--- src/rtl/miner_nonce_sequencer.sv ---
// Interleaved nonce sequencer: core i walks base+i, base+i+CORES, ... up to limit (inclusive).
// Optional MINER_SEQ_PAUSE_EN adds a pause input that freezes a run without aborting it.
module miner_nonce_sequencer #(
  parameter int CORES = 4,
  parameter int WIDTH = 32
) (
  input  logic                   clk,
  input  logic                   rst,
  input  logic                   start,
  input  logic                   abort,
`ifdef MINER_SEQ_PAUSE_EN
  input  logic                   pause,
`endif
  input  logic [WIDTH-1:0]       base_nonce,
  input  logic [WIDTH-1:0]       limit_nonce,
  input  logic [CORES-1:0]       advance,
  output logic [CORES*WIDTH-1:0] nonce_out,
  output logic [CORES-1:0]       nonce_valid,
  output logic                   busy,
  output logic                   done,
  output logic [WIDTH-1:0]       consumed_count
);

  typedef enum logic [1:0] {S_IDLE, S_RUN, S_DONE} state_t;

  localparam logic [WIDTH:0] STEP = (WIDTH+1)'(CORES);

  state_t                 r_state, w_state_nxt;
  logic [CORES*WIDTH-1:0] r_nonce, w_nonce_nxt;
  logic [CORES-1:0]       r_valid, w_valid_nxt, w_accept;
  logic [WIDTH-1:0]       r_limit, w_limit_nxt;
  logic [WIDTH-1:0]       r_count, w_count_nxt;
  logic                   r_busy, r_done;
  logic                   w_pause;
  logic [WIDTH:0]         w_start_sum [CORES];
  logic [WIDTH:0]         w_step_sum  [CORES];

`ifdef MINER_SEQ_PAUSE_EN
  assign w_pause = pause;
`else
  assign w_pause = 1'b0;
`endif

  function automatic logic [4:0] popcount(input logic [CORES-1:0] v);
    logic [4:0] c;
    c = '0;
    for (int k = 0; k < CORES; k++) c = c + {4'd0, v[k]};
    return c;
  endfunction

  function automatic logic [WIDTH-1:0] sat_add(input logic [WIDTH-1:0] a, input logic [4:0] b);
    logic [WIDTH:0] s;
    s = {1'b0, a} + (WIDTH+1)'(b);
    return s[WIDTH] ? {WIDTH{1'b1}} : s[WIDTH-1:0];
  endfunction

  // One extra bit on every sum so a carry out of the nonce space reads as "past limit".
  for (genvar g = 0; g < CORES; g++) begin : g_lane
    assign w_start_sum[g] = {1'b0, base_nonce} + (WIDTH+1)'(g);
    assign w_step_sum[g]  = {1'b0, r_nonce[g*WIDTH +: WIDTH]} + STEP;
  end

  assign w_accept = advance & r_valid;

  always_comb begin
    w_state_nxt = r_state;
    w_nonce_nxt = r_nonce;
    w_valid_nxt = r_valid;
    w_limit_nxt = r_limit;
    w_count_nxt = r_count;
    case (r_state)
      S_IDLE: begin
        if (start && !abort) begin
          w_state_nxt = S_RUN;
          w_limit_nxt = limit_nonce;
          w_count_nxt = '0;
          for (int i = 0; i < CORES; i++) begin
            w_valid_nxt[i] = (w_start_sum[i] <= {1'b0, limit_nonce});
            w_nonce_nxt[i*WIDTH +: WIDTH] = w_start_sum[i][WIDTH] ? {WIDTH{1'b1}}
                                                                   : w_start_sum[i][WIDTH-1:0];
          end
        end
      end
      S_RUN: begin
        if (abort) begin
          w_state_nxt = S_IDLE;
          w_valid_nxt = '0;
        end else if (!w_pause) begin
          if (r_valid == '0) begin
            w_state_nxt = S_DONE;
          end else begin
            w_count_nxt = sat_add(r_count, popcount(w_accept));
            for (int i = 0; i < CORES; i++) begin
              if (w_accept[i]) begin
                w_valid_nxt[i] = (w_step_sum[i] <= {1'b0, r_limit});
                // On overflow the old nonce is kept; the lane is already invalid.
                if (!w_step_sum[i][WIDTH]) w_nonce_nxt[i*WIDTH +: WIDTH] = w_step_sum[i][WIDTH-1:0];
              end
            end
          end
        end
      end
      S_DONE:  w_state_nxt = S_IDLE;
      default: w_state_nxt = S_IDLE;
    endcase
  end

  always_ff @(posedge clk or posedge rst) begin
    if (rst) begin
      r_state <= S_IDLE;
      r_nonce <= '0;
      r_valid <= '0;
      r_limit <= '0;
      r_count <= '0;
      r_busy  <= 1'b0;
      r_done  <= 1'b0;
    end else begin
      r_state <= w_state_nxt;
      r_nonce <= w_nonce_nxt;
      r_valid <= w_valid_nxt;
      r_limit <= w_limit_nxt;
      r_count <= w_count_nxt;
      r_busy  <= (w_state_nxt == S_RUN);
      r_done  <= (w_state_nxt == S_DONE);
    end
  end

  assign nonce_out      = r_nonce;
  assign nonce_valid    = r_valid;
  assign busy           = r_busy;
  assign done           = r_done;
  assign consumed_count = r_count;

endmodule

--- config.mk ---
export PLATFORM = sky130hd
export DESIGN_NAME = miner_nonce_sequencer
export DESIGN_NICKNAME = d
export VERILOG_FILES = /design/src/rtl/miner_nonce_sequencer.sv
export SDC_FILE = /design/constraint.sdc
export NUM_CORES = 1
export LEC_CHECK = 0
export CORE_MARGIN = 2
export CORE_UTILIZATION = 30
export DETAILED_ROUTE_END_ITERATION = 16
export PLACE_DENSITY = 0.57
export SLEW_MARGIN = 30
export SYNTH_ARGS = -nofsm -noshare
export SYNTH_HDL_FRONTEND = slang
export SYNTH_SLANG_ARGS = --single-unit
--- constraint.sdc ---
create_clock -name clk -period 7 [get_ports clk]
set_input_delay 1.75 -clock clk [delete_from_list [all_inputs] [get_ports clk]]
set_output_delay 1.75 -clock clk [all_outputs]
set_load 0.01 [all_outputs]
==> results.cfg, run 1 <==
[floorplanning]
die-area_um2 = 67300
die_w_um = 259
start_util_pct = 30.4
die_h_um = 259
core_um2 = 64500
io_pins = 238
fp-row-count = 93

[global_routing]
antenna_found_initial = 9
grt_max_degree = 95
overflow = 0
grt_pass1_wl_um = 130000
grt_pass1_vias = 19286
track_usage_pct = 26.2

[detailed_routing]
drt_iter0_markers = 2125
antenna_left = 0
viasPerCell = 5.85
wl_per_cell_um = 25.6
routed_wl_um = 89500
drcViolationCount = 0
num_vias = 20429
drt_first_pass_iters = 5

[sta]
relSlewSlack_pct = 35.4
fmax_ghz = 0.169
hold_ws_ps = 554
finalCriticalPeriod_ps = 5920
post-route-period-util_pct = 84.6
hold_viol = 0
slew_viol_final = 0
skew_ps = 21.1
tightest_slew_ps = 962
setup-violations-final = 0
rsz0062_at_grt = false
finalSetupTns_ps = 0

[logic_synthesis]
syn_inst = 2459
ys_ff_latch = 200
synth_flop_cell = dfrtp_1
synth.distinct_cells = 82
postSynthAreaPerCell_um2 = 7.96
synth-edff-count = 0
yosysWarningCount = 0
ys_seq_area_share_pct = 25.6
syn_area_um2 = 19600
async_reset_ff_share_pct = 100
synth_fp_nets = 2797

[power_and_ir_drop]
switching_share_pct = 51.7
p_seq_share_pct = 26.3
combPwrFrac_pct = 62.0
internal_power_mw = 4.48
p_leak_nw = 9.76
power_switching_mw = 4.80
powerDensity_nw_per_um2 = 398
ir_worst_vdd_v = 0.000157
power_mw = 9.28
clkPwrFrac_pct = 11.7

[placed_design]
port_buffers = 237
hpwlAfterDp_um = 71400
dpl-instance-area_um2 = 22700
gp_congestion = 0.977

[cts]
cts_resized = 0
clk_latency_ps = 530
clockRootBuffer = clkbuf_16
cts_sinks = 200
cts_buffer_depth = 2
numCtsBuffers = 17
tritoncts = done
path_clk_slew_ps = 80
cts_setup_buffers = 0
cts_hold_buf = 0
htreeDepth = 4

[critical_path]
cpPeakStageDelay_ps = 1060
end_kind = flip-flop
cp_slowest_cell = clkdlybuf4s50_1
cp_max_fo = 12
cp.arrival_ps = 6370
startpoint_type = primary input
critical_path_class = primary input to flip-flop
critical_path.cell_chain = clkdlybuf4s50_1 -> and4_1 -> nand3_1 -> nor3_1 -> nand2_1 -> xnor2_1 -> ha_1 -> nand4_1 -> or4_1 -> nor2_1 -> nand4_1 -> o211ai_1 -> o22ai_1 -> nand4_1
required_ps = 7450
cp_common_cell = nand4_1

[layout]
final_nets = 2961
area_delta_synth_final_pct = 19.2
drive_gt1_share_pct = 3.64
final_area_um2 = 23300

[outcome]
status = finished clean

[min_path]
hold_path_class = flip-flop to flip-flop

[flow_run]
maxCapViolCount = 0
path summary, 6_finish.rpt:
kind / from / end / slack [ps] / cells after the start
setup / recovery: base_nonce[12] / nonce_valid[2]$_DFFE_PP0P_ / 1080 / 14
hold / removal: consumed_count[21]$_DFFE_PP0P_ / consumed_count[21]$_DFFE_PP0P_ / 550 / 2
setup reg to reg: nonce_out[34]$_DFFE_PP0P_ / nonce_valid[1]$_DFFE_PP0P_ / 1620 / 13
hold reg to reg: consumed_count[21]$_DFFE_PP0P_ / consumed_count[21]$_DFFE_PP0P_ / 550 / 2
max in group asynchronous: rst / nonce_out[97]$_DFFE_PP0P_ / 4390 / 3
min in group asynchronous: rst / done$_DFF_PP0_ / 1650 / 2
placed cells by master (no fill, tap or decap), types with 5 or more instances in the layout:
master and count:
o21a_1 12, a31oi_1 15, nor3_1 61, or3_1 12, o22ai_1 51, or4_1 6
dfrtp_1 200, nor2b_1 7, nor4_1 25, o311ai_0 6, o21ai_0 228, ha_1 263
clkbuf_16 17, a22o_1 5, clkdlybuf4s50_1 237, xor2_1 89, xnor2_1 112, nand2b_1 6
and4_1 12, o31ai_1 13, mux2i_1 13, o22a_1 7, o221ai_1 7, or2_2 10
o211ai_1 16, nand3_1 126, a22oi_1 11, a21o_1 34, and2_1 9, nand4_1 98
inv_1 130, a211oi_1 22, buf_4 25, o2bb2ai_1 6, nand2_1 264, a21oi_1 158
nor2_1 178, and3_1 34, a2bb2oi_1 11
state kept, by name (all words and copies together) (netlist names):
| signal | flops |
|---|---|
| nonce_out | 128 |
| consumed_count | 32 |
| r_limit | 32 |
| nonce_valid | 4 |
| r_state | 2 |
| busy | 1 |
| done | 1 |
stage by stage:
stage | setup WS, ps | util, % | cells
after floorplan | 2030 | - | 2459
after global placement | 706 | 35.2 | 3458
after detailed placement | 740 | 35.3 | 3459
after CTS | 1280 | 36.2 | 3489
after global routing | 951 | 36.2 | 3491
final | 1080 | 36.2 | 3492
layer usage:
layer | share of wire, % | routed length (µm) | track usage, % | vias to the layer above
li1 | - | - | - | 9287
met1 | 45 | 40000 | 37.0 | 10057
met2 | 44 | 39000 | 39.5 | 941
met3 | 8.6 | 7730 | 5.36 | 132
met4 | 3.0 | 2720 | 9.02 | 12
met5 | 0.095 | 85 | 0 | -
power by group through the flow:
stage / combinational (mW) / clock [mW] / sequential, mW
floorplan: 3.25 / 0 / 2.30
global placement: 5.50 / 0 / 2.43
detailed placement: 5.62 / 0 / 2.44
CTS: 5.65 / 1.12 / 2.42
global route: 6.25 / 1.15 / 2.52
finish: 5.75 / 1.09 / 2.44
cells in the mapped netlist, types with 26 or more instances:
cell type | n | share of area [%]
o22ai_1 | 51 | 1.6
nand4_1 | 98 | 3.1
and3_1 | 34 | 1.1
a21o_1 | 34 | 1.3
nand3_1 | 126 | 3.2
nand2_1 | 264 | 5.1
xor2_1 | 89 | 4.0
xnor2_1 | 112 | 5.0
dfrtp_1 | 200 | 26
nor2_1 | 178 | 3.4
a21oi_1 | 159 | 4.1
buf_2 | 31 | 0.79
clkbuf_1 | 77 | 1.5
inv_1 | 131 | 2.5
o21ai_0 | 228 | 5.8
nor3_1 | 61 | 1.6
ha_1 | 263 | 17
nor4_1 | 26 | 0.83
cells by family after synthesis:
group           share of synthesized area [%]
compound gates                           19.9
xor+xnor                                 9.00
flops                                    25.6
fa+ha+maj                                17.1
simple gates                             22.3
buf+inv                                  5.40
mux                                     0.665
area by class of cell:
| cell class | count | area, µm² |
|---|---|---|
| diodes | 3 | 7.51 |
| clock buffers | 20 | 447 |
| clock inverters | 10 | 134 |
| fillers | 6713 | 41100 |
| inverters | 132 | 499 |
| multi-input cells | 2007 | 13600 |
| flip-flops and latches | 200 | 5000 |
| well taps | 855 | 1070 |
| repair buffers | 265 | 2620 |
worst max-delay path: cells and delay by family:
kind / cells / cell delay, ps
fa+ha+maj: 1 / 350
buf+inv: 1 / 1060
compound gates: 2 / 340
simple gates: 9 / 2620
xor+xnor: 1 / 220
(Power assumes the default switching activity.)
==> inputs of run 2 (changes only) <==
--- a/config.mk
+++ b/config.mk
@@ -8,7 +8,7 @@
 export CORE_MARGIN = 2
 export CORE_UTILIZATION = 30
 export DETAILED_ROUTE_END_ITERATION = 16
-export PLACE_DENSITY = 0.57
+export PLACE_DENSITY = 0.55
 export SLEW_MARGIN = 30
 export SYNTH_ARGS = -nofsm -noshare
 export SYNTH_HDL_FRONTEND = slang
==> constraint.sdc (replaced) <==
create_clock -name clk -period 5.96 [get_ports clk]
set_input_delay 1.49 -clock clk [delete_from_list [all_inputs] [get_ports clk]]
set_output_delay 1.49 -clock clk [all_outputs]
set_load 0.01 [all_outputs]
==> run 2 against run 1 <==
Die area is the same. Sequential power increased by 17%. Cell count up 1.1%. Total power up 17%. Clock skew shrank 5.9 ps. Non-clock buffer count grew 34. Routed wire length fell by 2.0%. Sequential share of layout area decreased by 0.21 points. Count of clock-buffer cells in the layout is 2 higher.
==> results.cfg, run 2 (synthesized netlist as in run 1, its figures left out) <==
[global_routing]
antenna_found_initial = 7
grt_max_degree = 91
track_usage_pct = 25.9
grt_pass1_wl_um = 129000
grt_pass1_vias = 19369
overflow = 0

[critical_path]
rr_endpoint = nonce_valid[1]$_DFFE_PP0P_
required_ps = 6390
critical_path_class = primary input to flip-flop
cp.arrival_ps = 5860
timing.rr.start = nonce_out[35]$_DFFE_PP0P_
startpoint_type = primary input
cp_max_fo = 10
r2r_cells = 13
worst-r2r-setup-slack_ps = 980
end_kind = flip-flop

[power_and_ir_drop]
ir_worst_vdd_v = 0.000219
combPwrFrac_pct = 62.5
powerDensity_nw_per_um2 = 459
clkPwrFrac_pct = 11.1
switching_share_pct = 51.3
power_switching_mw = 5.55
p_seq_share_pct = 26.4
p_leak_nw = 9.90
internal_power_mw = 5.26
power_mw = 10.8

[sta]
skew_ps = 15.2
setup-violations-final = 0
finalSetupTns_ps = 0
finalCriticalPeriod_ps = 5430
hold_viol = 0
tightest_slew_ps = 973
slew_viol_final = 0
rsz0062_at_grt = false
fmax_ghz = 0.184
relSlewSlack_pct = 34.5
post-route-period-util_pct = 91.1

[detailed_routing]
wl_per_cell_um = 24.9
viasPerCell = 5.73
antenna_left = 0
drcViolationCount = 0
drt_iter0_markers = 2422
routed_wl_um = 87700
num_vias = 20218
drt_first_pass_iters = 6

[floorplanning]
die-area_um2 = 67300
start_util_pct = 30.4
io_pins = 238
die_h_um = 259
die_w_um = 259
fp-row-count = 93
core_um2 = 64500

[layout]
final_common_cell = nand2_1
layout_common_cells = 264 x nand2_1, 263 x ha_1, 237 x clkdlybuf4s50_1
largest_reg_flops = 128
post-route-util_pct = 36.5
final_nets = 2995
drive_gt1_share_pct = 4.91
fillers = 6753
area_delta_synth_final_pct = 20.4

[cts]
cts_buffer_depth = 2
clockRootBuffer = clkbuf_16
path_clk_slew_ps = 80
cts_setup_buffers = 0
numCtsBuffers = 17
cts_hold_buf = 0
clk_latency_ps = 510
cts_sinks = 200
cts_resized = 0
htreeDepth = 4
tritoncts = done

[placed_design]
port_buffers = 237
gp_congestion = 1.04
hpwlAfterDp_um = 70400

[min_path]
hold_start = consumed_count[21]$_DFFE_PP0P_
hold_depth = 2
hold_path_class = flip-flop to flip-flop
hold_path_end = consumed_count[21]$_DFFE_PP0P_

[outcome]
status = finished clean

[flow_run]
maxCapViolCount = 0
## run 2: changes by cell type in the layout (fill, tap and decap cells not counted), sizes merged
cell	before	now
buf	28	62
bufinv	2	1
clkbuf	20	22
clkinv	3	6
clkinvlp	1	2
diode	3	5
inv	136	132
## run 2: power by group through the flow
stage                     clock network, mW  registers (mW)  logic (mW)
after floorplan                           0            2.70        3.82
after global placement                    0            2.84        6.48
after global routing                   1.28            2.93        7.41
after detailed placement                  0            2.85        6.62
final                                  1.20            2.85        6.76
after CTS                              1.24            2.83        6.67
## run 2: cell type report
| cell class | instances | area, µm² | area share, % |
|---|---|---|---|
| Antenna cell | 5 | 12.5 | 0.0531 |
| Clock buffer | 22 | 464 | 1.97 |
| Clock inverter | 9 | 93.8 | 0.398 |
| Inverter | 132 | 499 | 2.12 |
| Multi-Input combinational cell | 2007 | 13600 | 57.5 |
| Sequential cell | 200 | 5000 | 21.2 |
| Tap cell | 855 | 1070 | 4.54 |
| Timing Repair Buffer | 299 | 2860 | 12.1 |
## run 2: through the flow
stage / cell area (µm²) / cells / worst slack [ps] / hold slack [ps]
global route: 23500 / 3526 / 422 / 583
CTS: 23500 / 3524 / 683 / 556
finish: 23600 / 3529 / 529 / 548
floorplan: 19600 / 2459 / 1250 / 524
detailed placement: 23000 / 3493 / 156 / 537
global placement: 23000 / 3492 / -239 / 521
## run 2: worst max-delay path by stage
stage,slack (ps),start,end
final,530,base_nonce[13],nonce_valid[1]$_DFFE_PP0P_
after global routing,420,base_nonce[2],nonce_valid[3]$_DFFE_PP0P_
after CTS,680,base_nonce[13],nonce_valid[1]$_DFFE_PP0P_
after detailed placement,160,base_nonce[13],nonce_valid[1]$_DFFE_PP0P_
after global placement,-240,base_nonce[13],nonce_valid[1]$_DFFE_PP0P_
after floorplan,1250,base_nonce[0],nonce_valid[3]$_DFFE_PP0P_
## run 2: worst max-delay path, stage by stage
cell,delay [ps]
clkdlybuf4s50_1,700
and4_1,290
nand4_1,330
nor4_2,640
nand3_1,380
xnor2_1,430
ha_1,330
a21oi_1,150
o221ai_1,180
a2111oi_0,430
a21oi_1,130
or3_1,310
o21ai_0,70
## run 2: metal layers
layer	up-vias	track usage [%]	wire [µm]
met3	117	5.48	7480
met2	897	39.2	38400
met4	10	9.12	2660
met1	9834	36.2	39100
li1	9360	-	-
met5	-	0	71
==> inputs of run 3 (changes only) <==
--- a/config.mk
+++ b/config.mk
@@ -5,6 +5,7 @@
 export SDC_FILE = /design/constraint.sdc
 export NUM_CORES = 1
 export LEC_CHECK = 0
+export CAP_MARGIN = 40
 export CORE_MARGIN = 2
 export CORE_UTILIZATION = 30
 export DETAILED_ROUTE_END_ITERATION = 16
==> run 3 against run 2 <==
Sequential share of layout area hardly changed. Die area is the same. Final area about the same. Clock power down 3%. Routed wire length increased by 0.16%. Via count increased by 0.76%. Fmax up 2.3%. Highest routed layer unchanged. Total power is 0.25% lower. Count of clock-buffer cells in the layout unchanged. Sequential power hardly changed. Critical path depth stayed put. Sequential cell count did not move.
==> results.cfg, run 3 (synthesized netlist as in run 1, its figures left out) <==
[critical_path]
cp-startpoint = base_nonce[13]
critical_path.cell_chain = clkdlybuf4s50_1 -> and4_1 -> nand4_1 -> nor4_2 -> nand3_1 -> xnor2_1 -> ha_1 -> nand3_1 -> o221ai_1 -> a2111oi_0 -> a21oi_1 -> or3_1 -> o21ai_0
cp_slowest_cell = clkdlybuf4s50_1
crit_buf_inv = 1
cpPeakStageDelay_ps = 700
cp_max_fo = 10
startpoint_type = primary input
end_kind = flip-flop
path_depth = 13
cp_top_family = simple AND/OR/NAND/NOR gates
timing.rr.start = nonce_out[34]$_DFFE_PP0P_
required_ps = 6390
r2r_cells = 13
cp.arrival_ps = 5740
cp_common_cell = nand3_1
critical_path_class = primary input to flip-flop

[layout]
largest_reg_flops = 128
area_delta_synth_final_pct = 20.5
post-route-util_pct = 36.6
final_common_cell = nand2_1
final_nets = 2998
multi_input_area_um2 = 13600
seqCellArea_um2 = 5000
fillers = 6746
drive_gt1_share_pct = 5.01
final_cells = 3532
layout_common_cells = 264 x nand2_1, 263 x ha_1, 237 x clkdlybuf4s50_1

[detailed_routing]
drcViolationCount = 0
wl_per_cell_um = 24.9
num_vias = 20371
drt_iter0_markers = 2341
viasPerCell = 5.77
routed_wl_um = 87900
drt_first_pass_iters = 7
antenna_left = 0

[cts]
cts_hold_buf = 0
clk_latency_ps = 520
tritoncts = done
cts_buffer_depth = 2
htreeDepth = 4
cts_sinks = 200
cts_setup_buffers = 0
numCtsBuffers = 17
path_clk_slew_ps = 80
clockRootBuffer = clkbuf_16
cts_resized = 0

[global_routing]
grt_max_degree = 91
antenna_found_initial = 6
track_usage_pct = 25.8
grt_pass1_vias = 19287
grt_pass1_wl_um = 129000
overflow = 0

[power_and_ir_drop]
ir_worst_vdd_v = 0.000240
combPwrFrac_pct = 62.8
power_switching_mw = 5.56
p_leak_nw = 9.91
internal_power_mw = 5.24
switching_share_pct = 51.5
p_seq_share_pct = 26.4
powerDensity_nw_per_um2 = 458
clkPwrFrac_pct = 10.7

[floorplanning]
io_pins = 238
core_um2 = 64500
die-area_um2 = 67300
die_h_um = 259
start_util_pct = 30.4
fp-row-count = 93
die_w_um = 259

[sta]
fmax_ghz = 0.188
relSlewSlack_pct = 46.0
finalCriticalPeriod_ps = 5310
hold_ws_ps = 558
skew_ps = 18.4
post-route-period-util_pct = 89.1
setup-violations-final = 0
hold_viol = 0
rsz0062_at_grt = false
slew_viol_final = 0
tightest_slew_ps = 809

[placed_design]
port_buffers = 237
post-place-cells = 3496
gp_congestion = 1.04
hpwlAfterDp_um = 70700

[outcome]
status = finished clean

[min_path]
hold_start = consumed_count[21]$_DFFE_PP0P_
hold_depth = 2
hold_path_class = flip-flop to flip-flop

[flow_run]
maxCapViolCount = 0
[run 3: cell type report]
class / instances / share of cell area, %
Inverter: 132 / 2.12
Sequential cell: 200 / 21.2
Clock buffer: 22 / 1.93
Multi-Input combinational cell: 2007 / 57.5
Timing Repair Buffer: 302 / 12.3
Tap cell: 855 / 4.54
Clock inverter: 10 / 0.308
Antenna cell: 4 / 0.0425
[run 3: final timing paths]
check	to	slack [ps]
max	nonce_valid[1]$_DFFE_PP0P_	650
min	consumed_count[21]$_DFFE_PP0P_	560
max reg2reg	nonce_valid[1]$_DFFE_PP0P_	920
min reg2reg	consumed_count[21]$_DFFE_PP0P_	560
max in group asynchronous	nonce_out[97]$_DFFE_PP0P_	3630
min in group asynchronous	nonce_valid[0]$_DFFE_PP0P_	1290
[run 3: stage by stage]
stage          power [mW]  cell area, µm²  worst slack, ps  setup TNS, ps
6_report             10.8           23600              650              0
2_1_floorplan        6.52           19600             1250              0
4_1_cts              10.7           23600              691              0
5_1_grt              11.6           23600              443              0
3_5_place_dp         9.51           23000              161              0
3_3_place_gp         9.32           23000             -239           -239
[run 3: tightest hold or removal path, stage by stage, from the launching register on]
cell and delay [ps]:
dfrtp_1 400, nand2_1 60, o21ai_0 60
[run 3: power groups by stage]
stage / clock network [mW] / registers (mW) / logic, mW
4_1_cts: 1.19 / 2.83 / 6.70
3_5_place_dp: 0 / 2.85 / 6.66
6_report: 1.16 / 2.85 / 6.78
5_1_grt: 1.23 / 2.94 / 7.41
2_1_floorplan: 0 / 2.70 / 3.82
3_3_place_gp: 0 / 2.84 / 6.48
[run 3: layer usage]
layer  wire, µm  global-route usage (%)  vias up
met3       7990                    5.52      135
met4       3020                    9.72        8
met5         61                       0        -
met1      38500                    35.7     9910
met2      38300                    39.2      978
li1           -                       -     9340
